==> src/rtl/fifo_pkg.sv <==
// rtl/fifo_pkg.sv - shared constants and helper function for the FIFO slice
//
// Purpose : default sizing constants (one SD sector) and a clog2 helper used
//           to size pointers and level counters.
// Ports   : none (package).
package fifo_pkg;

  localparam int SECTOR_BYTES     = 512;
  localparam int DEFAULT_DEPTH    = 512;
  localparam int DEFAULT_BLK_SIZE = SECTOR_BYTES;

  // Ceiling log2 for elaboration-time sizing; clog2(1) is 0.
  function automatic int clog2(input int value);
    int result;
    int v;
    result = 0;
    v      = value - 1;
    while (v > 0) begin
      result = result + 1;
      v      = v >> 1;
    end
    return result;
  endfunction

endpackage

==> src/rtl/sync_fifo_ram.sv <==
// rtl/sync_fifo_ram.sv - simple dual-port memory with registered read port
//
// Purpose : FIFO storage, one write port and one registered read port, no
//           reset so it maps onto block RAM.
// Ports   : clk    - clock, rising edge
//           we     - write enable
//           waddr  - write address
//           wdata  - write data
//           re     - read enable (rdata holds when low)
//           raddr  - read address
//           rdata  - registered read data
module sync_fifo_ram #(
  parameter int DATA_W = 8,
  parameter int DEPTH  = 16,
  parameter int AW     = 4
) (
  input  logic              clk,
  input  logic              we,
  input  logic [AW-1:0]     waddr,
  input  logic [DATA_W-1:0] wdata,
  input  logic              re,
  input  logic [AW-1:0]     raddr,
  output logic [DATA_W-1:0] rdata
);

  logic [DATA_W-1:0] mem [DEPTH];

  always_ff @(posedge clk) begin
    if (we) begin
      mem[waddr] <= wdata;
    end
    if (re) begin
      rdata <= mem[raddr];
    end
  end

endmodule

==> src/rtl/sync_fifo.sv <==
// rtl/sync_fifo.sv - single-clock FIFO with level, thresholds, block-ready and sticky errors
//
// Purpose : buffers the UART byte stream for the SD data engine. Reports
//           level, almost-full/almost-empty, a block-ready flag once BLK_SIZE
//           words are stored, and sticky overflow/underflow errors.
// Ports   : clk, rst (async active-high)
//           flush               - synchronous clear of contents (highest priority)
//           wr_en, wr_data      - write side; full, almost_full
//           rd_en               - read side; rd_data, rd_valid (1-cycle latency)
//           empty, almost_empty, level, blk_rdy - status, all post-edge
//           overflow, underflow - sticky errors; err_clr clears them
module sync_fifo
  import fifo_pkg::*;
#(
  parameter int DATA_W    = 8,
  parameter int DEPTH     = DEFAULT_DEPTH,
  parameter int AFULL_TH  = DEPTH - 4,
  parameter int AEMPTY_TH = 4,
  parameter int BLK_SIZE  = DEFAULT_BLK_SIZE,
  localparam int AW       = clog2(DEPTH)
) (
  input  logic              clk,
  input  logic              rst,
  input  logic              flush,
  input  logic              wr_en,
  input  logic [DATA_W-1:0] wr_data,
  output logic              full,
  output logic              almost_full,
  input  logic              rd_en,
  output logic [DATA_W-1:0] rd_data,
  output logic              rd_valid,
  output logic              empty,
  output logic              almost_empty,
  output logic [AW:0]       level,
  output logic              blk_rdy,
  output logic              overflow,
  output logic              underflow,
  input  logic              err_clr
);

  localparam logic [AW:0] ONE_L    = (AW+1)'(1);
  localparam logic [AW:0] AFULL_L  = (AW+1)'(AFULL_TH);
  localparam logic [AW:0] AEMPTY_L = (AW+1)'(AEMPTY_TH);
  localparam logic [AW:0] BLK_L    = (AW+1)'(BLK_SIZE);

  logic [AW:0]       wptr, rptr;
  logic [AW:0]       wptr_nxt, rptr_nxt, level_nxt;
  logic              wr_acc, rd_acc;
  logic              full_nxt, empty_nxt;
  logic              data_seen;
  logic [DATA_W-1:0] ram_q;

  always_comb begin
    wr_acc    = !flush && wr_en && !full;
    rd_acc    = !flush && rd_en && !empty;
    wptr_nxt  = wptr;
    rptr_nxt  = rptr;
    level_nxt = level;
    if (flush) begin
      wptr_nxt  = '0;
      rptr_nxt  = '0;
      level_nxt = '0;
    end else begin
      if (wr_acc) wptr_nxt = wptr + ONE_L;
      if (rd_acc) rptr_nxt = rptr + ONE_L;
      case ({wr_acc, rd_acc})
        2'b10:   level_nxt = level + ONE_L;
        2'b01:   level_nxt = level - ONE_L;
        default: level_nxt = level;
      endcase
    end
    // Pointers carry one extra lap bit: equal low bits with differing lap
    // bits means the writer is a full lap ahead.
    full_nxt  = (wptr_nxt[AW] != rptr_nxt[AW]) &&
                (wptr_nxt[AW-1:0] == rptr_nxt[AW-1:0]);
    empty_nxt = (wptr_nxt == rptr_nxt);
  end

  always_ff @(posedge clk or posedge rst) begin
    if (rst) begin
      wptr         <= '0;
      rptr         <= '0;
      level        <= '0;
      full         <= 1'b0;
      empty        <= 1'b1;
      almost_full  <= 1'b0;
      almost_empty <= 1'b1;
      blk_rdy      <= 1'b0;
      rd_valid     <= 1'b0;
      data_seen    <= 1'b0;
      overflow     <= 1'b0;
      underflow    <= 1'b0;
    end else begin
      wptr         <= wptr_nxt;
      rptr         <= rptr_nxt;
      level        <= level_nxt;
      full         <= full_nxt;
      empty        <= empty_nxt;
      almost_full  <= (level_nxt >= AFULL_L);
      almost_empty <= (level_nxt <= AEMPTY_L);
      blk_rdy      <= (level_nxt >= BLK_L);
      rd_valid     <= rd_acc;
      if (rd_acc) data_seen <= 1'b1;
      // Setting takes precedence over err_clr; flushed requests are not errors.
      if (!flush && wr_en && full) overflow <= 1'b1;
      else if (err_clr)            overflow <= 1'b0;
      if (!flush && rd_en && empty) underflow <= 1'b1;
      else if (err_clr)             underflow <= 1'b0;
    end
  end

  // The RAM read register has no reset; until the first accepted read its
  // output is masked so rd_data reads as zero out of reset.
  assign rd_data = data_seen ? ram_q : '0;

  sync_fifo_ram #(
    .DATA_W (DATA_W),
    .DEPTH  (DEPTH),
    .AW     (AW)
  ) u_ram (
    .clk   (clk),
    .we    (wr_acc),
    .waddr (wptr[AW-1:0]),
    .wdata (wr_data),
    .re    (rd_acc),
    .raddr (rptr[AW-1:0]),
    .rdata (ram_q)
  );

endmodule
==> config.mk <==
export PLATFORM = sky130hd
export DESIGN_NAME = sync_fifo
export DESIGN_NICKNAME = d
export VERILOG_FILES = /design/src/rtl/fifo_pkg.sv /design/src/rtl/sync_fifo_ram.sv /design/src/rtl/sync_fifo.sv
export SDC_FILE = /design/constraint.sdc
export NUM_CORES = 2
export LEC_CHECK = 0
export CAP_MARGIN = 25
export CORE_MARGIN = 1.5
export CORE_UTILIZATION = 40
export CTS_CLUSTER_SIZE = 10
export DETAILED_ROUTE_END_ITERATION = 8
export SYNTH_ARGS = -nofsm -noshare
export SYNTH_HDL_FRONTEND = slang
export SYNTH_SLANG_ARGS = --single-unit
export TNS_END_PERCENT = 30
==> constraint.sdc <==
create_clock -name clk -period 3.6 [get_ports clk]
set_clock_uncertainty 0.1 [all_clocks]
set_input_delay 0.54 -clock clk [delete_from_list [all_inputs] [get_ports clk]]
set_output_delay 0.54 -clock clk [all_outputs]
set_load 0.05 [all_outputs]
# Yosys cells after proc, flatten, opt, wreduce, memory -nomap -nowiden
# Memories as Yosys holds them, arrays and structs flattened. A register that Yosys moved wholly into a read port is not among the register bits.
# Cells that the tools add are included.
# Widths: inputs -> output; s select.
# word_totals
n_memories	1
reg_bits	39
output_inout_bits	26
inputBits	14
ram_bits	4096
elab_cells	49
# classes
n_eq_ne	5
n_reduce_logical	12
order_cmp	3
add_sub_neg	4
mux	12
# mem_list
memory	depth	width	rd	rd_clocked_by_memory_dff	wr	line_no	rtl
u_ram.mem	512	8	1	1	1	sync_fifo_ram.sv:26	logic [DATA_W-1:0] mem [DEPTH];
# op_table
cell	n
$mux 10	5
$add 10x1->10 const B	3
$pmux 10 s2	1
$eq 10x10->1	1
$ge 10x10->1 const B	1
$ge 10x9->1 const B	1
$le 10x3->1 const B	1
$sub 10x1->10 const B	1
$eq 9x9->1	1
$mux 8	1
$logic_and 1x1->1	7
$mux 1	5
$reduce_bool 2->1	2
$logic_not 1->1	3
$eq 2x1->1 const B	1
$eq 2x2->1 const B	1
$ne 1x1->1	1

# Longest topological paths before layout
# depth
word_depth	7
ltp_mapped	14
ltp_nobuf	12

# Hierarchy
# A second synthesis with hierarchy kept.
# unflattened
cells_unflattened	8304
hier_area_um2	162485.8
# by_module_without_submodules
module	seq_area_each_um2	area_per_inst_um2	cells_each	n_inst
sync_fifo_ram	123238.2	160007.2	8030	1
sync_fifo	978.4	2478.6	274	1

# Worst setup path before layout
# OpenSTA, ideal clock, no wires.
# synth_timing
path_kind	input port to flip-flop
startpoint	input flush
endpoint	register almost_empty
t_required_ps	3411
n_path_buf	3
path_slack_ps	305
stages	13
setup_ps	89
arrival_ps	3105
cell_sequence	or3b_1 buf_2 inv_2 buf_2 ha_1 clkbuf_1 nand2_1 nor3_1 o32a_1 a41oi_1 a21oi_1 mux2_2 nor4b_2
# synth_via
elab_chain_len	7
elab_cells_between_ends	10
classes_between	order compare (1); eq/ne (2); mux (2); reduce/logical (5)
# synth_lines
element	line_no	rtl
start, declared	sync_fifo.sv:24	input logic flush,
$logic_not 1->1	sync_fifo.sv:54, sync_fifo.sv:55	
$logic_and 1x1->1, on equally long branches (2 in a row)	sync_fifo.sv:55, sync_fifo.sv:54	
$eq 2x1->1 or $eq 2x2->1 (tied branches)	sync_fifo.sv:66	case ({wr_acc, rd_acc})
$pmux 10 s2	sync_fifo.sv:66	
$mux 10 *	sync_fifo.sv:59	if (flush) begin
named net level_nxt[9]	sync_fifo.sv:47	logic [AW:0] wptr_nxt, rptr_nxt, level_nxt;
$le 10x3->1 *	sync_fifo.sv:100	almost_empty <= (level_nxt <= AEMPTY_L);
end signal, assigned	sync_fifo.sv:100	
end, declared	sync_fifo.sv:33	output logic almost_empty,
# Mark *: on every way through the listed nets, which the timed path passes. The rest lies on a longest branch.
# A chain may end at the register's enable or synchronous reset.

==> impl_metrics.yaml <==
floorplan:
  std_cell_rows: 232
  ioPinCount: 40
  die_area_sq_um: 407000
  die_width_microns: 638
  die_y_microns: 638
  initial_core_util_pct: 40.3
  coreArea_sq_um: 400000
place:
  gp_congestion: 0.888
  dpl.hpwl_microns: 309000
  placed_cells: 13900
  place_area_sq_um: 178000
  port_buffers: 39
worst_setup_path:
  critPathCaptureType: "register"
  r2r_start: "rptr[0]"
  critical_path_class: "register to register"
  crit_required_ns: 4.24
  r2r_slack_ns: -0.03
  critPathMaxFanout: 7
  crit_start: "rptr[0]"
  cp-start-kind: "register"
  arrival_ns: 4.27
sta:
  setup_viol: 4
  setup_ws_ns: -0.0320
  maxClockFrequency_ghz: 0.275
  report.final.slew_viol_count: 0
  worst_slew_pin_slew_ns: 1.11
  finalCritPeriodShare_pct: 101
  hold_viol_final: 0
  relSlewSlack_pct: 26.2
  period_minus_slack_ns: 3.63
  rsz0062_at_grt: "yes"
clocking:
  cts.sinks: 4143
  cts_tree: "done"
  cts_made_buffers: 459
  insertion_delay_ns: 1.03
  clock-root-buffer: "clkbuf_16"
  h-tree-depth: 5
  cts_buffer_depth: 4
  cts.clk_slew.worst_paths_ns: 0.06
pwr:
  switchingPower_mw: 20.0
  switching_share_pct: 20.5
  intPower_mw: 77.4
  peakVddDrop_v: 0.000509
  pwr-share-seq_pct: 54.5
  clockPowerShare_pct: 42.3
  power.density_nw_per_um2: 504
  power.leakage_nw: 61.4
  comb_power_share_pct: 3.2
status:
  violations: "setup timing"
  status: "complete, but fails checks"
global_routing:
  grt_overflow_total: 0
  grt_usage_pct: 23.3
  grt_antenna_before_repair: 31
  grt_pass1_vias: 87200
  grt_max_degree: 138
  grt_pass1_wl_microns: 671000
logic_synthesis:
  postSynthAreaPerCell_sq_um: 21.1
  syn_area_sq_um: 161000
  yosysSeqAreaShare_pct: 77.1
  yosysWarnings: 0
  yosysTopAreaCell: "edfxtp_1"
  synthCells: 7635
  synth_top_cell_area_share_pct: 76.5
  yosys-top-cells-area: "edfxtp_1, mux4_2, mux2i_1, nor2_1, a22oi_1"
  synth_cell_types: 92
  synthArstFlopShare_pct: 0.941
  synth-seq-cells: 4143
  ys.flop_type: "edfxtp_1"
  synth_edf_count: 4104
  synth_fp_nets: 7656
min_path:
  hp-start: "wr_data[6]"
  min_path_type: "primary input to register"
final_layout:
  final_area_sq_um: 193000
  utilization_pct: 48.3
  fillCellCount: 32200
  drive_above_1_share_pct: 33.8
  layout.nets: 9178
  finalNonFillerCells: 14600
  synthToLayoutAreaGrowth_pct: 20.0
flow_run:
  cap_violations: 0
detailed_routing:
  drt_iter0_drc: 12500
  dr.pass1.iters: 7
  dr_total_vias: 87500
  drc_errors: 0
  wl_per_cell_microns: 33.1
  vias_per_cell: 5.99
  wl_microns: 484000
  ant_nets: 0
-- cells by family after synthesis --
kind of cell	Yosys count	synth area share (%)
AO/OA/AOI/OAI	744	3.31
XOR/XNOR	28	0.152
adder cells (fa/ha/maj)	7	0.0543
buffers and inverters	511	1.84
flip-flops	4143	77.1
multiplexers	1196	14.9
AND/OR/NAND/NOR	1006	2.71
-- layout make-up --
cell class                      instances  area (sq um)  area share [%]
Sequential cell                      4143        124000            64.2
Multi-Input combinational cell       2981         35000            18.1
Timing Repair Buffer                 1551         14800            7.65
Clock buffer                          582         12100            6.24
Tap cell                             5265          6590            3.41
Clock inverter                         34           569           0.294
Inverter                               21          86.3          0.0446
Antenna cell                           20          50.0          0.0259
-- critical path, stage by stage (launching register included) --
cell	delay (ns)
dfrtp_4	0.41
buf_12	0.16
buf_16	0.20
buf_16	0.21
buf_16	0.21
mux4_1	0.57
mux2i_1	0.29
a32oi_1	0.13
and3_2	0.29
a2111oi_4	0.30
nor3_2	0.13
o32a_1	0.32
-- cell usage after synthesis, drive strengths merged (20+ instances only) --
| master | number |
|---|---|
| buf | 245 |
| nor2 | 587 |
| nor2b | 20 |
| nor4 | 28 |
| mux4 | 954 |
| nand2 | 184 |
| a211oi | 25 |
| a21oi | 123 |
| a22oi | 202 |
| o221ai | 23 |
| edfxtp | 4104 |
| o22ai | 63 |
| o21ai | 68 |
| xnor2 | 21 |
| mux2i | 231 |
| clkbuf | 245 |
| a221oi | 80 |
| nand3 | 45 |
| nor3 | 36 |
| dfrtp | 37 |
| a22o | 47 |
-- cell usage in the layout (no fill, tap or decap), types with 18 or more instances in the layout --
cell type        synthesis  layout
clkdlybuf4s50_1          0      30
a21oi_1                122     106
xnor2_1                 21      21
clkbuf_16                0     470
nor3_1                  36      26
o22ai_1                 63      54
a22oi_1                202     180
a221oi_2                 0      27
a22o_1                  47      47
dfrtp_1                 37      29
mux2i_1                231     229
nand2_1                183     168
nand4_1                 19      19
clkbuf_1               245     116
o21ai_0                 64      50
buf_6                   60      27
buf_12                   8     164
a211oi_1                25      18
o221ai_1                23      19
nor2_1                 587     582
diode_2                  0      20
nand3_1                 44      39
a221oi_1                80      50
buf_4                   35    1265
edfxtp_1              4104    4104
a22oi_2                  0      22
mux4_2                 939     940
buf_16                   0      24
o21ai_1                  4      18
nor4_1                  26      19
-- per-stage QoR --
step	TNS, ns	setup WS (ns)	total power, mW	hold slack [ns]
after floorplan	0	0.305	55.4	0.413
after global routing	-0.269	-0.0637	99.8	0.0210
final	-0.0738	-0.0320	97.4	0.0176
after global placement	-3.90	-0.622	56.9	0.411
after CTS	-0.0362	-0.0341	97.9	0.00551
after detailed placement	-4.05	-0.653	57.0	0.435
-- metal layers --
| layer | vias to the layer above | global-route usage [%] | wire, microns |
|---|---|---|---|
| li1 | 34900 | - | - |
| met1 | 46700 | 32.9 | 193000 |
| met2 | 4975 | 36.4 | 225000 |
| met3 | 798 | 4.45 | 48700 |
| met4 | 2 | 7.93 | 17200 |
| met5 | - | 0 | 11 |
-- flip-flops by register name (all words and copies together) (netlist names), 8 cells and up --
| signal | cells |
|---|---|
| level | 10 |
| u_ram.rdata | 8 |
| rptr | 10 |
| u_ram.mem | 4096 |
| wptr | 10 |
-- power groups by stage --
stage	clock, mW	sequential (mW)	combinational, mW
after floorplan	0	54.1	1.31
after global placement	0	54.1	2.82
after detailed placement	0	54.1	2.90
after CTS	41.8	53.1	3.06
after global routing	43.4	53.1	3.29
final	41.2	53.1	3.14
-- path summary, 6_finish.rpt --
check,to,cells past startpoint
worst min-delay path,u_ram.mem[82][6],1
worst min register to register,underflow,2
max in group asynchronous,almost_empty,4
worst max register to register,u_ram.rdata[0],11
worst max-delay path,u_ram.rdata[0],11
min in group asynchronous,overflow,3
-- repair_timing --
action / 4_1_cts / 5_1_grt
hold buffers: 9 / 0
endpoints found under the setup margin: 8 / 9
endpoints found under the hold margin: 233 / 0
pin swaps: 11 / 27
buffers inserted: 16 / 36
cloned: 13 / 7
gates resized for setup: 136 / 113
No activity file was read; power rests on OpenSTA's default activity.
